$ cat config.mk
export PLATFORM = sky130hd
export DESIGN_NAME = fault_injector
export DESIGN_NICKNAME = d
export VERILOG_FILES = /design/src/rtl/fault_injector_pkg.sv /design/src/rtl/fault_injector_lfsr.sv /design/src/rtl/fault_injector.sv
export SDC_FILE = /design/constraint.sdc
export NUM_CORES = 1
export LEC_CHECK = 0
export CAP_MARGIN = 20
export CORE_ASPECT_RATIO = 0.9
export CORE_MARGIN = 8
export CORE_UTILIZATION = 45
export CTS_CLUSTER_DIAMETER = 80
export DETAILED_ROUTE_END_ITERATION = 10
export GPL_TIMING_DRIVEN = 0
export HOLD_SLACK_MARGIN = 0.06
export MAX_ROUTING_LAYER = met4
export PLACE_DENSITY = 0.77
export SYNTH_ARGS = -nofsm -noshare
export SYNTH_HDL_FRONTEND = slang
export SYNTH_SLANG_ARGS = --single-unit
$ cat constraint.sdc
create_clock -name clk_i -period 3.5 [get_ports clk_i]
set_input_delay 0.875 -clock clk_i [delete_from_list [all_inputs] [get_ports clk_i]]
set_output_delay 0.875 -clock clk_i [all_outputs]
set_load 0.05 [all_outputs]
$ cat src/rtl/fault_injector_pkg.sv
// Shared definitions for the fault injector: register word indices, CTRL/STATUS bits, FSM states, LFSR constants.
package fault_injector_pkg;

  typedef enum logic [2:0] {
    IDLE  = 3'd0,
    DLY   = 3'd1,
    PULSE = 3'd2,
    GAP   = 3'd3
  } fi_state_e;

  // Word indices (byte offset >> 2)
  localparam logic [3:0] IDX_CTRL     = 4'd0;
  localparam logic [3:0] IDX_DELAY    = 4'd1;
  localparam logic [3:0] IDX_WIDTH    = 4'd2;
  localparam logic [3:0] IDX_PERIOD   = 4'd3;
  localparam logic [3:0] IDX_COUNT    = 4'd4;
  localparam logic [3:0] IDX_STATUS   = 4'd5;
  localparam logic [3:0] IDX_INJECTED = 4'd6;
  localparam logic [3:0] IDX_JITTER   = 4'd7;

  localparam int CTRL_START   = 0;
  localparam int CTRL_STOP    = 1;
  localparam int CTRL_TRIG_EN = 2;

  localparam int STATUS_BUSY = 0;

  // Taps 16,14,13,11 expressed for a right-shifting register: feedback = l[0]^l[2]^l[3]^l[5]
  localparam logic [15:0] LFSR_SEED = 16'hACE1;
  localparam logic [15:0] LFSR_TAPS = 16'h002D;

  function automatic logic [31:0] apply_be(logic [31:0] old, logic [31:0] wd, logic [3:0] be);
    logic [31:0] res;
    for (int b = 0; b < 4; b++) res[8*b +: 8] = be[b] ? wd[8*b +: 8] : old[8*b +: 8];
    return res;
  endfunction

endpackage

$ cat src/rtl/fault_injector_lfsr.sv
// 16-bit Fibonacci LFSR used to jitter GAP lengths; free-running from reset.
module fi_lfsr
  import fault_injector_pkg::*;
(
  input  logic        clk_i,
  input  logic        rst_ni,
  output logic [15:0] lfsr_o
);

  always_ff @(posedge clk_i or negedge rst_ni) begin
    if (!rst_ni) lfsr_o <= LFSR_SEED;
    else         lfsr_o <= {^(lfsr_o & LFSR_TAPS), lfsr_o[15:1]};
  end

endmodule

$ cat src/rtl/fault_injector.sv
// Memory-mapped fault-pulse generator driving error_o with programmable delay/width/gap/count.
// Optional GAP jitter via FAULT_INJECTOR_LFSR_EN (adds JITTER_MASK at 0x1C).
module fault_injector
  import fault_injector_pkg::*;
#(
  parameter int ADDR_WIDTH = 32
) (
  input  logic                  clk_i,
  input  logic                  rst_ni,
  input  logic                  data_req_i,
  output logic                  data_gnt_o,
  input  logic                  data_we_i,
  input  logic [3:0]            data_be_i,
  input  logic [ADDR_WIDTH-1:0] data_addr_i,
  input  logic [31:0]           data_wdata_i,
  output logic                  data_rvalid_o,
  output logic [31:0]           data_rdata_o,
  input  logic                  trig_i,
  output logic                  error_o,
  output logic                  busy_o
);

  fi_state_e   state, state_d;
  logic [31:0] cnt, cnt_d, issued, issued_d;
  logic [31:0] delay_q, width_q, period_q, count_q, injected_q;
  logic [31:0] sh_width, sh_period, sh_count;
  logic        trig_en, trig_q, arm_q, enter_pulse;
  logic [31:0] rd_val, gap_len, p_eff, cfg_w_m1, sh_w_m1;
  logic [3:0]  idx;
  logic        wr, start_wr, stop_wr, inj_clr, arm_go;
  logic        unused_addr;

`ifdef FAULT_INJECTOR_LFSR_EN
  logic [15:0] lfsr, jitter_q;
  fi_lfsr u_lfsr (.clk_i(clk_i), .rst_ni(rst_ni), .lfsr_o(lfsr));
  assign idx         = data_addr_i[5:2];
  assign unused_addr = ^{data_addr_i[ADDR_WIDTH-1:6], data_addr_i[1:0]};
  assign gap_len     = p_eff + {16'b0, lfsr & jitter_q};
`else
  assign idx         = {1'b0, data_addr_i[4:2]};
  assign unused_addr = ^{data_addr_i[ADDR_WIDTH-1:5], data_addr_i[1:0]};
  assign gap_len     = p_eff;
`endif

  assign data_gnt_o = data_req_i;
  assign busy_o     = (state != IDLE);
  assign error_o    = (state == PULSE);

  assign wr       = data_req_i & data_we_i;
  assign start_wr = wr && idx == IDX_CTRL && data_be_i[0] && data_wdata_i[CTRL_START];
  assign stop_wr  = wr && idx == IDX_CTRL && data_be_i[0] && data_wdata_i[CTRL_STOP];
  assign inj_clr  = wr && idx == IDX_INJECTED;
  assign arm_go   = arm_q && state == IDLE && !stop_wr;

  // Zero WIDTH/PERIOD behave as one cycle
  assign cfg_w_m1 = (width_q == '0) ? '0 : width_q - 32'd1;
  assign sh_w_m1  = (sh_width == '0) ? '0 : sh_width - 32'd1;
  assign p_eff    = (sh_period == '0) ? 32'd1 : sh_period;

  always_comb begin
    rd_val = '0;
    case (idx)
      IDX_CTRL:     rd_val[CTRL_TRIG_EN] = trig_en;
      IDX_DELAY:    rd_val = delay_q;
      IDX_WIDTH:    rd_val = width_q;
      IDX_PERIOD:   rd_val = period_q;
      IDX_COUNT:    rd_val = count_q;
      IDX_STATUS:   rd_val = {28'b0, state, busy_o};
      IDX_INJECTED: rd_val = injected_q;
`ifdef FAULT_INJECTOR_LFSR_EN
      IDX_JITTER:   rd_val = {16'b0, jitter_q};
`endif
      default:      rd_val = '0;
    endcase
  end

  always_ff @(posedge clk_i or negedge rst_ni) begin
    if (!rst_ni) begin
      data_rvalid_o <= 1'b0;
      data_rdata_o  <= '0;
      trig_en       <= 1'b0;
      delay_q       <= '0;
      width_q       <= '0;
      period_q      <= '0;
      count_q       <= '0;
`ifdef FAULT_INJECTOR_LFSR_EN
      jitter_q      <= '0;
`endif
    end else begin
      data_rvalid_o <= data_req_i;
      data_rdata_o  <= (data_req_i && !data_we_i) ? rd_val : '0;
      if (wr) begin
        case (idx)
          IDX_CTRL:   if (data_be_i[0]) trig_en <= data_wdata_i[CTRL_TRIG_EN];
          IDX_DELAY:  delay_q  <= apply_be(delay_q, data_wdata_i, data_be_i);
          IDX_WIDTH:  width_q  <= apply_be(width_q, data_wdata_i, data_be_i);
          IDX_PERIOD: period_q <= apply_be(period_q, data_wdata_i, data_be_i);
          IDX_COUNT:  count_q  <= apply_be(count_q, data_wdata_i, data_be_i);
`ifdef FAULT_INJECTOR_LFSR_EN
          IDX_JITTER: jitter_q <= apply_be({16'b0, jitter_q}, data_wdata_i, data_be_i) & 32'h0000_FFFF;
`endif
          default: ;
        endcase
      end
    end
  end

  // Arm requests are registered, so the FSM leaves IDLE one edge after acceptance
  always_ff @(posedge clk_i or negedge rst_ni) begin
    if (!rst_ni) begin
      trig_q <= 1'b0;
      arm_q  <= 1'b0;
    end else begin
      trig_q <= trig_i;
      arm_q  <= (start_wr || (trig_en && trig_i && !trig_q)) && !stop_wr && state == IDLE;
    end
  end

  always_comb begin
    state_d     = state;
    cnt_d       = cnt;
    issued_d    = issued;
    enter_pulse = 1'b0;
    case (state)
      IDLE: if (arm_q) begin
        issued_d = '0;
        if (delay_q == '0) begin
          state_d     = PULSE;
          cnt_d       = cfg_w_m1;
          enter_pulse = 1'b1;
        end else begin
          state_d = DLY;
          cnt_d   = delay_q - 32'd1;
        end
      end
      DLY, GAP: begin
        if (cnt == '0) begin
          state_d     = PULSE;
          cnt_d       = sh_w_m1;
          enter_pulse = 1'b1;
        end else cnt_d = cnt - 32'd1;
      end
      PULSE: begin
        if (cnt == '0) begin
          if (sh_count != '0 && issued == sh_count) state_d = IDLE;
          else begin
            state_d = GAP;
            cnt_d   = gap_len - 32'd1;
          end
        end else cnt_d = cnt - 32'd1;
      end
      default: state_d = IDLE;
    endcase
    if (enter_pulse) issued_d = issued_d + 32'd1;
    if (stop_wr) begin
      state_d     = IDLE;
      cnt_d       = '0;
      enter_pulse = 1'b0;
    end
  end

  // DELAY is consumed at the arm edge itself, so it needs no shadow copy
  always_ff @(posedge clk_i or negedge rst_ni) begin
    if (!rst_ni) begin
      state      <= IDLE;
      cnt        <= '0;
      issued     <= '0;
      injected_q <= '0;
      sh_width   <= '0;
      sh_period  <= '0;
      sh_count   <= '0;
    end else begin
      state  <= state_d;
      cnt    <= cnt_d;
      issued <= issued_d;
      if (inj_clr)          injected_q <= '0;
      else if (enter_pulse) injected_q <= injected_q + 32'd1;
      if (arm_go) begin
        sh_width  <= width_q;
        sh_period <= period_q;
        sh_count  <= count_q;
      end
    end
  end

endmodule

==> impl_results.md, run 1 <==
* Final Hold Viols at 0
* Max Cap Viol at 0
* Worst path arrival time at 3.97 ns
* DRT Wirelength at 71,000 um
* Initial antenna violation count at 1
* CP max-delay cell: or4_4
* Drt first pass iters at 6
* Static Leak at 0.00987 uW
* Initial Util at 45.5%
* Antenna Violating Nets Remaining at 0
* Grt total ovfl at 0
* Most common flop cell mapped by yosys: dfrtp_1
* First-pass GRT wire length at 107,000 um
* Core Area at 44,100 sq um
* Post-synth cell types at 75
* # H-tree levels at 2
* Ys async rst share at 100%
* Max Clk Rate at 287 MHz
* Max incr delay on CP at 0.54 ns
* Clock sinks at 358
* PnR worst setup slack at 0.0181 ns
* Sequential share of the synthesized area at 44.6%
* Synth warn at 0
* Slew @ Worst Pin at 1.03 ns
* Share of layout cells above drive strength 1 at 20.6%
* Global placer's final weighted congestion at 1.02
* Crit path required time at 3.99 ns
* Reg2reg start: sh_period[27]
* Die width at 239 um
* Area contributors post-synth: dfrtp_1 (45%), mux2_2 (14%), xnor2_1 (5.1%), nor2_1 (3.3%), xor2_1 (3.2%)
* Cell mode on critical path: or4_4
* CTS root buf: clkbuf_16
* Slew Limit Fails at 0
* Worst r2r path cells at 12
* Via count at 17.4k
* Count leader, synth: dfrtp_1
* Synth top cells by count: dfrtp_1 (358), mux2_2 (246), nor2_1 (178)
* RSZ-0062 raised after global routing: yes
* Crit Path Max Fanout at 2
* Critical Path, Cell by Cell: or4_4 > or4_4 > nor4_4 > nor2_2 > ha_2 > nor4b_1 > nand4_1 > nor2_1 > xor2_1 > o32ai_2 > or4_4 > a21oi_2
* Setup_tns at 0 ns
* FP Rows at 73
* Capturing point of the worst reg2reg path: cnt[24]
* Hold Crit Class: input port to async pin
* DR vias/cell at 6.33
* Post-synth top area cell: dfrtp_1
* Status: finished clean
* Total power at 12,600 uW
* Final setup viols at 0
* Fin Clk Skew at 0.0379 ns
* Die Y at 216 um
* Filler cells at 3,881
* EDFF count, synth at 0
* HPWL Detailed at 54,700 um
* Final Cycle Share at 99.5%
* Max Root-Sink Buffers at 3
* Syn nets at 2,053
* Crit path kind: flip-flop to flip-flop
* Post-synthesis cell count at 1,971
* Top cell type's share of synthesized area at 44.6%
* Layout net count at 2,194
* Drt wl/cell at 25.9 um
* Hold buffers post-CTS at 0
* Top-level I/O count at 109
* Clk_lat worst skew at 0.59 ns
* Min cycle time layout at 3.48 ns
* Residual DRC at 0
* Area of the mapped netlist at 20,100 sq um
* Gr usage total at 27.8%
* Synthesized area per cell at 10.2 sq um
* Drt initial violations at 1,802
* Startpoint Class: flip-flop
* Die area at 51,600 sq um
* CP Capture Type: flip-flop
* R2R setup slack at 0.02 ns
* Pre-CTS setup slack at -1.28 ns
* CTS tree: yes
* Vias in the first global route at 17.0k
* Area grow syn2layout at 17.7%
* Cell Pwr Density at 533 nW/um^2
* Worst-path clk slew at 0.06 ns
* Total CTS buffers at 40
* Port Buf Inserts at 78
* Largest net degree at the start of global routing at 131
* Flops & latches, synth at 358
* Max-slew headroom at 30.9%
* Maximum vdd drop at 0.000355 V
per-stage QoR:
step	hold WS, ns	utilization (%)	instances	area [sq um]
floorplan	0.468	-	1971	20100
global placement	0.510	49.0	2649	21600
detailed placement	0.520	49.2	2654	21700
CTS	0.197	53.1	2741	23400
global route	0.222	53.5	2744	23600
finish	0.199	53.5	2744	23600
report_power, final:
part / internal (uW) / switching [uW]
Sequential: 4640 / 773
Combinational: 1240 / 1620
Clock: 2480 / 1840
worst max-delay path by stage:
| stage | startpoint | endpoint | slack (ns) | depth (start not counted) |
|---|---|---|---|---|
| after detailed placement | data_req_i | sh_period[3] | -1.28 | 9 |
| after global routing | delay_q[24] | cnt[27] | -0.07 | 8 |
| after CTS | sh_period[27] | cnt[24] | -0.17 | 12 |
| after global placement | rst_ni | sh_count[25] | -13.60 | 1 |
| after floorplan | sh_period[26] | cnt[24] | 0.13 | 12 |
| final | sh_period[27] | cnt[24] | 0.02 | 12 |
critical path: cells and delay by family, from the launching register on:
kind            cells  cell delay [ns]
compound gates      2             0.27
simple gates        8             2.32
fa+ha+maj           1             0.18
flops               1             0.42
xor+xnor            1             0.22
cell families after synthesis:
group,synth area share [%]
AO/OA/AOI/OAI,11.4
XOR/XNOR,8.38
adder cells (fa/ha/maj),0.561
buffers and inverters,2.68
flip-flops,44.6
multiplexers,14.1
AND/OR/NAND/NOR,18.2
registers in the layout (all words and copies together) (netlist names):
| register | cells |
|---|---|
| cnt | 32 |
| count_q | 32 |
| data_rdata_o | 32 |
| delay_q | 32 |
| injected_q | 32 |
| issued | 32 |
| period_q | 32 |
| sh_count | 32 |
| sh_period | 32 |
| sh_width | 32 |
| width_q | 32 |
| state | 2 |
| arm_q | 1 |
| data_rvalid_o | 1 |
| trig_en | 1 |
| trig_q | 1 |
routing by layer:
metal / vias to the layer above / share of wire, % / wire length (um) / global-route usage, %
li1: 7597 / - / - / -
met2: 873 / 46 / 32700 / 43.3
met1: 8687 / 41 / 29300 / 36.0
met3: 217 / 7.9 / 5590 / 4.12
met5: - / 0 / 0 / -
met4: 0 / 4.7 / 3350 / 12.1
area by class of cell:
| cell class | instances | area [sq um] | area share (%) |
|---|---|---|---|
| Clock inverter | 22 | 250 | 1.06 |
| Antenna cell | 1 | 2.50 | 0.0106 |
| Inverter | 27 | 101 | 0.429 |
| Multi-Input combinational cell | 1476 | 10900 | 46.2 |
| Clock buffer | 51 | 1100 | 4.67 |
| Tap cell | 600 | 751 | 3.18 |
| Sequential cell | 358 | 8960 | 37.9 |
| Buffer | 105 | 474 | 2.01 |
| Timing Repair Buffer | 104 | 1070 | 4.54 |
cells in the final DEF (no fill, tap or decap), drive strengths merged, types with 6 or more instances in the layout:
master,Yosys,final
a211oi,9,9
a21oi,63,63
a221oi,36,36
a22oi,33,33
a31oi,9,9
and2,15,15
and3,18,18
and4,6,6
buf,25,50
clkbuf,85,133
clkdlybuf4s50,0,75
clkinv,0,14
dfrtp,358,358
ha,9,9
inv,27,29
mux2,246,246
mux2i,7,7
nand2,100,100
nand3,71,71
nand3b,8,8
nand4,48,48
nor2,178,178
nor2b,9,9
nor3,67,67
nor3b,6,6
nor4,66,66
o2111ai,11,11
o211ai,20,20
o21a,7,7
o21ai,75,75
o221ai,17,17
o22ai,7,7
o31ai,9,9
or3,48,48
or4,29,29
xnor2,118,118
xor2,74,74
timing repair:
item,in CTS,in global routing
gates resized for setup,63,47
pin swaps,16,12
buffers inserted,18,2
endpoints found under the setup margin,180,150
(Power assumes the default switching activity.)
==> inputs of run 2 (changes only) <==
Settings changed: CTS_CLUSTER_SIZE set to 8, PLACE_DENSITY 0.77 to 0.65.
==> run 2 against run 1 <==
  * The run now ends with setup timing left
  * Cell area rose by 0.13%
  * Non-clock buffer count rose by 4
  * Register-to-register slack got worse by 0.08 ns
  * Largest cell class unchanged
==> impl_results.md, run 2 (synthesized netlist as in run 1, its figures left out) <==
* Worst r2r path cells at 12 (unchanged)
* Vias in the first global route at 17.2k (was 17.0k)
* Crit path buffers/inverters at 0 (unchanged)
* Commonest non-fill, non-tap cell in the layout: dfrtp_1 (unchanged)
* Filler cells at 3,923 (was 3,881)
* Static Leak at 0.00989 uW (was 0.00987 uW)
* Worst-path clk slew at 0.06 ns (about the same)
* Maximum vdd drop at 0.000354 V (was 0.000355 V)
* Drt first pass iters at 6 (unchanged)
* Psw at 4280 uW (was 4230 uW)
* Core Area at 44,100 sq um (unchanged)
* Max-slew headroom at 34.2% (was 30.9%)
* Top-level I/O count at 109 (unchanged)
* Layout net count at 2,208 (was 2,194)
* Die width at 239 um (unchanged)
* Min cycle time layout at 3.56 ns (was 3.48 ns)
* Post-route insts no fill at 2,730 (was 2,744)
* Max Cap Viol at 0 (unchanged)
* Crit path from: sh_period[27] (unchanged)
* Max Root-Sink Buffers at 3 (unchanged)
* CP max-delay cell: or4_4 (unchanged)
* Final setup viols at 1 (was 0)
* Placed cell count at 2,654 (unchanged)
* Most frequent cells in the layout: dfrtp_1 (355), mux2_2 (246), nor2_1 (174) (was dfrtp_1 (356), mux2_2 (246), nor2_1 (174))
* Global placer's final weighted congestion at 0.974 (was 1.02)
* Hold Crit Class: input port to async pin (unchanged)
* Crit path required time at 4.00 ns (was 3.99 ns)
* Die area at 51,600 sq um (unchanged)
* Slew Limit Fails at 0 (unchanged)
* Antenna Violating Nets Remaining at 0 (unchanged)
* Total CTS buffers at 50 (was 40)
* CTS tree: yes (unchanged)
* First-pass GRT wire length at 111,000 um (was 107,000 um)
* Residual DRC at 0 (unchanged)
* Worst path arrival time at 4.06 ns (was 3.97 ns)
* Logic pwr share at 22.8% (was 22.7%)
* P_int at 8430 uW (was 8360 uW)
* Fin Clk Skew at 0.0376 ns (was 0.0379 ns)
* CP Capture Type: flip-flop (unchanged)
* Startpoint Class: flip-flop (unchanged)
* Cell Pwr Density at 537 nW/um^2 (was 533 nW/um^2)
* Pre-CTS setup slack at -1.33 ns (was -1.28 ns)
* Clock sinks at 358 (unchanged)
* Max Clk Rate at 281 MHz (was 287 MHz)
* Final Cycle Share at 102% (was 99.5%)
* CTS root buf: clkbuf_16 (unchanged)
* Critical Path, Cell by Cell: or4_4 > or4_4 > nor4_4 > nor2_2 > ha_2 > nor4b_4 > nand4_1 > nor2_1 > xor2_1 > o32ai_2 > or4_4 > a21oi_1 (was or4_4 > or4_4 > nor4_4 > nor2_2 > ha_2 > nor4b_1 > nand4_1 > nor2_1 > xor2_1 > o32ai_2 > or4_4 > a21oi_2)
* PnR worst setup slack at -0.0588 ns (was 0.0181 ns)
* Die Y at 216 um (unchanged)
* FP Rows at 73 (unchanged)
* Crit path kind: flip-flop to flip-flop (unchanged)
* DR vias/cell at 6.27 (was 6.33)
* Via count at 17.1k (was 17.4k)
* Net Sw Frac at 33.7% (was 33.6%)
* Status: finished, violations left (was finished clean)
* Initial antenna violation count at 4 (was 1)
* Drt wl/cell at 27.2 um (was 25.9 um)
* Initial Util at 45.5% (unchanged)
* Share of layout cells above drive strength 1 at 20.5% (was 20.6%)
* CP Depth at 12 (unchanged)
* Largest net degree at the start of global routing at 124 (was 131)
* HPWL Detailed at 56,400 um (was 54,700 um)
* Sequential Power Share at 42.8% (was 43.0%)
* # H-tree levels at 2 (unchanged)
* Port Buf Inserts at 78 (unchanged)
* Cell mode on critical path: or4_4 (unchanged)
* Reg2reg start: sh_period[27] (unchanged)
* Area grow syn2layout at 17.8% (was 17.7%)
* Hold buffers post-CTS at 0 (unchanged)
* Clock Power Share at 34.4% (about the same)
* Final Hold Viols at 0 (unchanged)
* Total power at 12,700 uW (was 12,600 uW)
* Max incr delay on CP at 0.55 ns (was 0.54 ns)
* Failing checks: setup timing
* Crit Path Max Fanout at 4 (was 2)
* Grt total ovfl at 0 (unchanged)
* Slew @ Worst Pin at 0.982 ns (was 1.03 ns)
* Critical path's top delay family: simple AND/OR/NAND/NOR gates (unchanged)
* DRT Wirelength at 74,200 um (was 71,000 um)
* Gr usage total at 29.2% (was 27.8%)
* Clk_lat worst skew at 0.62 ns (was 0.59 ns)
* Drt initial violations at 1,859 (was 1,802)
* RSZ-0062 raised after global routing: yes (unchanged)
[run 2: power groups by stage]
stage,Sequential (uW),Combinational [uW],Clock (uW)
after detailed placement,5430,2720,0
after CTS,5390,2780,4440
final,5440,2900,4370
after global routing,5500,3110,4580
after floorplan,5160,1830,0
after global placement,5410,2670,0
[run 2: area by class of cell]
class | count | area, sq um | share of cell area (%)
Clock buffer | 51 | 1260 | 5.35
Tap cell | 600 | 751 | 3.17
Inverter | 27 | 101 | 0.428
Multi-Input combinational cell | 1476 | 10900 | 46.2
Sequential cell | 358 | 8960 | 37.9
Timing Repair Buffer | 109 | 1110 | 4.69
Antenna cell | 2 | 5.00 | 0.0212
Clock inverter | 3 | 68.8 | 0.291
Buffer | 104 | 454 | 1.92
[run 2: routing by layer]
layer	part of all wire, %	routed length (um)	track usage [%]
met1	42	30800	37.7
met2	46	34400	45.2
met3	7.6	5610	4.67
met4	4.5	3350	12.3
met5	0	0	-
[run 2: path summary, 6_finish.rpt]
check,end,slack (ns)
worst max-delay path,cnt[24],-0.06
worst min-delay path,cnt[0],0.17
worst max register to register,cnt[24],-0.06
worst min register to register,count_q[30],0.53
max in group asynchronous,injected_q[0],1.98
min in group clk_i,count_q[30],0.53
[run 2: worst register-to-register path: cells and delay by family (launching register included)]
family          cells  cell delay, ns
flops               1            0.44
xor+xnor            1            0.24
simple gates        8            2.30
fa+ha+maj           1            0.22
compound gates      2            0.28
[run 2: timing repair]
item | in CTS | in global routing
resized for setup | 63 | 44
gates cloned | 0 | 0
endpoints found under the setup margin | 189 | 149
buffers inserted | 13 | 13
pin swaps | 9 | 12
[run 2: metrics by stage]
stage	hold slack, ns	cell area, sq um	TNS (ns)	util [%]
2_1_floorplan	0.468	20100	0	-
3_3_place_gp	0.515	21600	-5246.60	49.0
3_5_place_dp	0.519	21700	-174.13	49.2
4_1_cts	0.175	23400	-0.0778	53.0
5_1_grt	0.209	23700	-0.274	53.6
6_report	0.172	23700	-0.0588	53.6
==> inputs of run 3 (changes only) <==
Settings changed: CORE_UTILIZATION 45 to 55, PLACE_DENSITY 0.65 to 0.77.
==> run 3 against run 2 <==
  * The flow still finishes with violations (setup timing)
  * Wire length down 0.75%
  * Via count up 2.5%
  * Sequential power is essentially flat
  * Largest cell class unchanged
  * Combinational power down 2%
  * Critical path type unchanged
  * Register-to-register slack better by 0.05 ns
==> impl_results.md, run 3 (synthesized netlist as in run 1, its figures left out) <==
* Final Hold Viols at 0 (unchanged)
* Core Area at 36,100 sq um (was 44,100 sq um)
* Initial Util at 55.6% (was 45.5%)
* Die width at 217 um (was 239 um)
* FP Rows at 66 (was 73)
* Startpoint Class: flip-flop (unchanged)
* Drt wl/cell at 28.2 um (was 27.2 um)
* Initial antenna violation count at 4 (unchanged)
* Most frequent cells in the layout: dfrtp_1 (358), mux2_2 (246), nor2_1 (174) (was dfrtp_1 (355), mux2_2 (246), nor2_1 (174))
* Placed cell count at 2,529 (was 2,654)
* Critical Path, Cell by Cell: clkbuf_1 > nor4_4 > and3_1 > clkbuf_1 > nand3_2 > o21ai_4 > nand3_1 > or3_1 > a21oi_1 (was or4_4 > or4_4 > nor4_4 > nor2_2 > ha_2 > nor4b_4 > nand4_1 > nor2_1 > xor2_1 > o32ai_2 > or4_4 > a21oi_1)
* Slew @ Worst Pin at 1.07 ns (was 0.982 ns)
* Gr usage total at 34.9% (was 29.2%)
* CP max-delay cell: nor4_4 (was or4_4)
* Clk_lat worst skew at 0.61 ns (was 0.62 ns)
* Vias in the first global route at 17.3k (was 17.2k)
* Worst-path clk slew at 0.05 ns (was 0.06 ns)
* Max incr delay on CP at 0.50 ns (was 0.55 ns)
* Max Root-Sink Buffers at 3 (unchanged)
* # H-tree levels at 2 (unchanged)
* Crit path buffers/inverters at 2 (was 0)
* Grt total ovfl at 0 (unchanged)
* Max-slew headroom at 28.1% (was 34.2%)
* Hold Crit Class: input port to async pin (unchanged)
* Drt initial violations at 1,980 (was 1,859)
* Largest net degree at the start of global routing at 114 (was 124)
* Share of layout cells above drive strength 1 at 20.2% (was 20.5%)
* Crit path required time at 4.02 ns (was 4.00 ns)
* Final setup viols at 3 (was 1)
* Crit Path Max Fanout at 10 (was 4)
* CP Capture Type: flip-flop (unchanged)
* Static Leak at 0.00989 uW (about the same)
* HPWL Detailed at 55,700 um (was 56,400 um)
* First-pass GRT wire length at 110,000 um (was 111,000 um)
* Max Cap Viol at 0 (unchanged)
* Setup_tns at -0.0222 ns (was -0.0588 ns)
* PnR worst setup slack at -0.0108 ns (was -0.0588 ns)
* Layout net count at 2,208 (unchanged)
* Clock sinks at 358 (unchanged)
* Status: finished, violations left (unchanged)
* Cell mode on critical path: clkbuf_1 (was or4_4)
* Drt first pass iters at 6 (unchanged)
* Port Buf Inserts at 78 (unchanged)
* Via count at 17.6k (was 17.1k)
* Area grow syn2layout at 16.7% (was 17.8%)
* DR vias/cell at 6.73 (was 6.27)
* Cell Pwr Density at 541 nW/um^2 (was 537 nW/um^2)
* CTS root buf: clkbuf_16 (unchanged)
* Commonest non-fill, non-tap cell in the layout: dfrtp_1 (unchanged)
* Post-route insts no fill at 2,607 (was 2,730)
* CTS tree: yes (unchanged)
* R2R setup slack at -0.01 ns (was -0.06 ns)
* Failing checks: setup timing (unchanged)
* Maximum vdd drop at 0.000435 V (was 0.000354 V)
* Residual DRC at 0 (unchanged)
* Fin Clk Skew at 0.0309 ns (was 0.0376 ns)
* Die area at 42,900 sq um (was 51,600 sq um)
* Hold buffers post-CTS at 0 (unchanged)
* Die Y at 197 um (was 216 um)
* Top-level I/O count at 109 (unchanged)
* Antenna Violating Nets Remaining at 0 (unchanged)
* Slew Limit Fails at 0 (unchanged)
* RSZ-0062 raised after global routing: yes (unchanged)
* Worst path arrival time at 4.03 ns (was 4.06 ns)
* Crit path kind: flip-flop to flip-flop (unchanged)
* DRT Wirelength at 73,600 um (was 74,200 um)
* Max Clk Rate at 285 MHz (was 281 MHz)
* Final Cycle Share at 100% (was 102%)
* Total CTS buffers at 50 (unchanged)
* Critical path's top delay family: simple AND/OR/NAND/NOR gates (unchanged)
* Global placer's final weighted congestion at 0.995 (was 0.974)
* Min cycle time layout at 3.51 ns (was 3.56 ns)
==> run 3: cell types whose count changed in the layout (fill, tap and decap cells not counted), sizes merged <==
cell,change
buf,-1
clkdlybuf4s18,-1
diode,+1
clkbuf,+2
==> run 3: worst register-to-register path, cell delays in order, from the launching register on <==
cell and delay (ns):
dfrtp_1 0.35, clkbuf_1 0.21, nor4_4 0.50, and3_1 0.24
clkbuf_1 0.25, nand3_2 0.41, o21ai_4 0.47, nand3_1 0.38
or3_1 0.44, a21oi_1 0.16
==> run 3: power breakdown <==
group          leakage (uW)  total, uW  internal, uW  switching (uW)
clock              0.000651       4350          2540            1810
sequential          0.00476       5470          4650             827
combinational       0.00447       2850          1230            1610
total               0.00989      12700          8420            4250
==> run 3: final timing paths <==
path                       depth (start not counted)    startpoint             to
hold / removal                                     1        rst_ni         cnt[8]
setup reg to reg                                   9    delay_q[2]  injected_q[9]
max in group asynchronous                          3        rst_ni     issued[22]
min in group clk_i                                 2  period_q[26]  sh_period[26]
hold reg to reg                                    2  period_q[26]  sh_period[26]
setup / recovery                                   9    delay_q[2]  injected_q[9]
==> run 3: final cells by class <==
class,count,area [sq um]
Clock inverter,3,68.8
Tap cell,476,596
Clock buffer,51,1260
Fill cell,2880,12700
Antenna cell,3,7.51
Buffer,103,454
Inverter,27,101
Sequential cell,358,8960
Timing Repair Buffer,110,1100
Multi-Input combinational cell,1476,10900
==> run 3: what timing repair did <==
item                                    in CTS  in global routing
resized for setup                           62                 33
setup buffers                               17                 11
endpoints found under the setup margin     170                153
pin swaps                                    8                 21
==> run 3: layer usage <==
layer / GRT usage (%) / up-vias / wire [um]
met5: - / - / 0
met4: 16.2 / 0 / 3940
met2: 53.8 / 1021 / 33800
li1: - / 7619 / -
met1: 43.9 / 8652 / 28900
met3: 7.30 / 260 / 6960
==> run 3: through the flow <==
stage | worst slack, ns | power (uW) | instance area (sq um) | hold slack [ns] | utilization, %
after floorplan | 0.129 | 7000 | 20100 | 0.468 | -
after global placement | -13.95 | 8080 | 21400 | 0.509 | 59.4
after detailed placement | -1.11 | 8150 | 21500 | 0.513 | 59.7
after CTS | -0.0219 | 12500 | 23200 | 0.201 | 64.4
after global routing | -0.0436 | 13100 | 23400 | 0.229 | 64.9
final | -0.0108 | 12700 | 23400 | 0.181 | 64.9
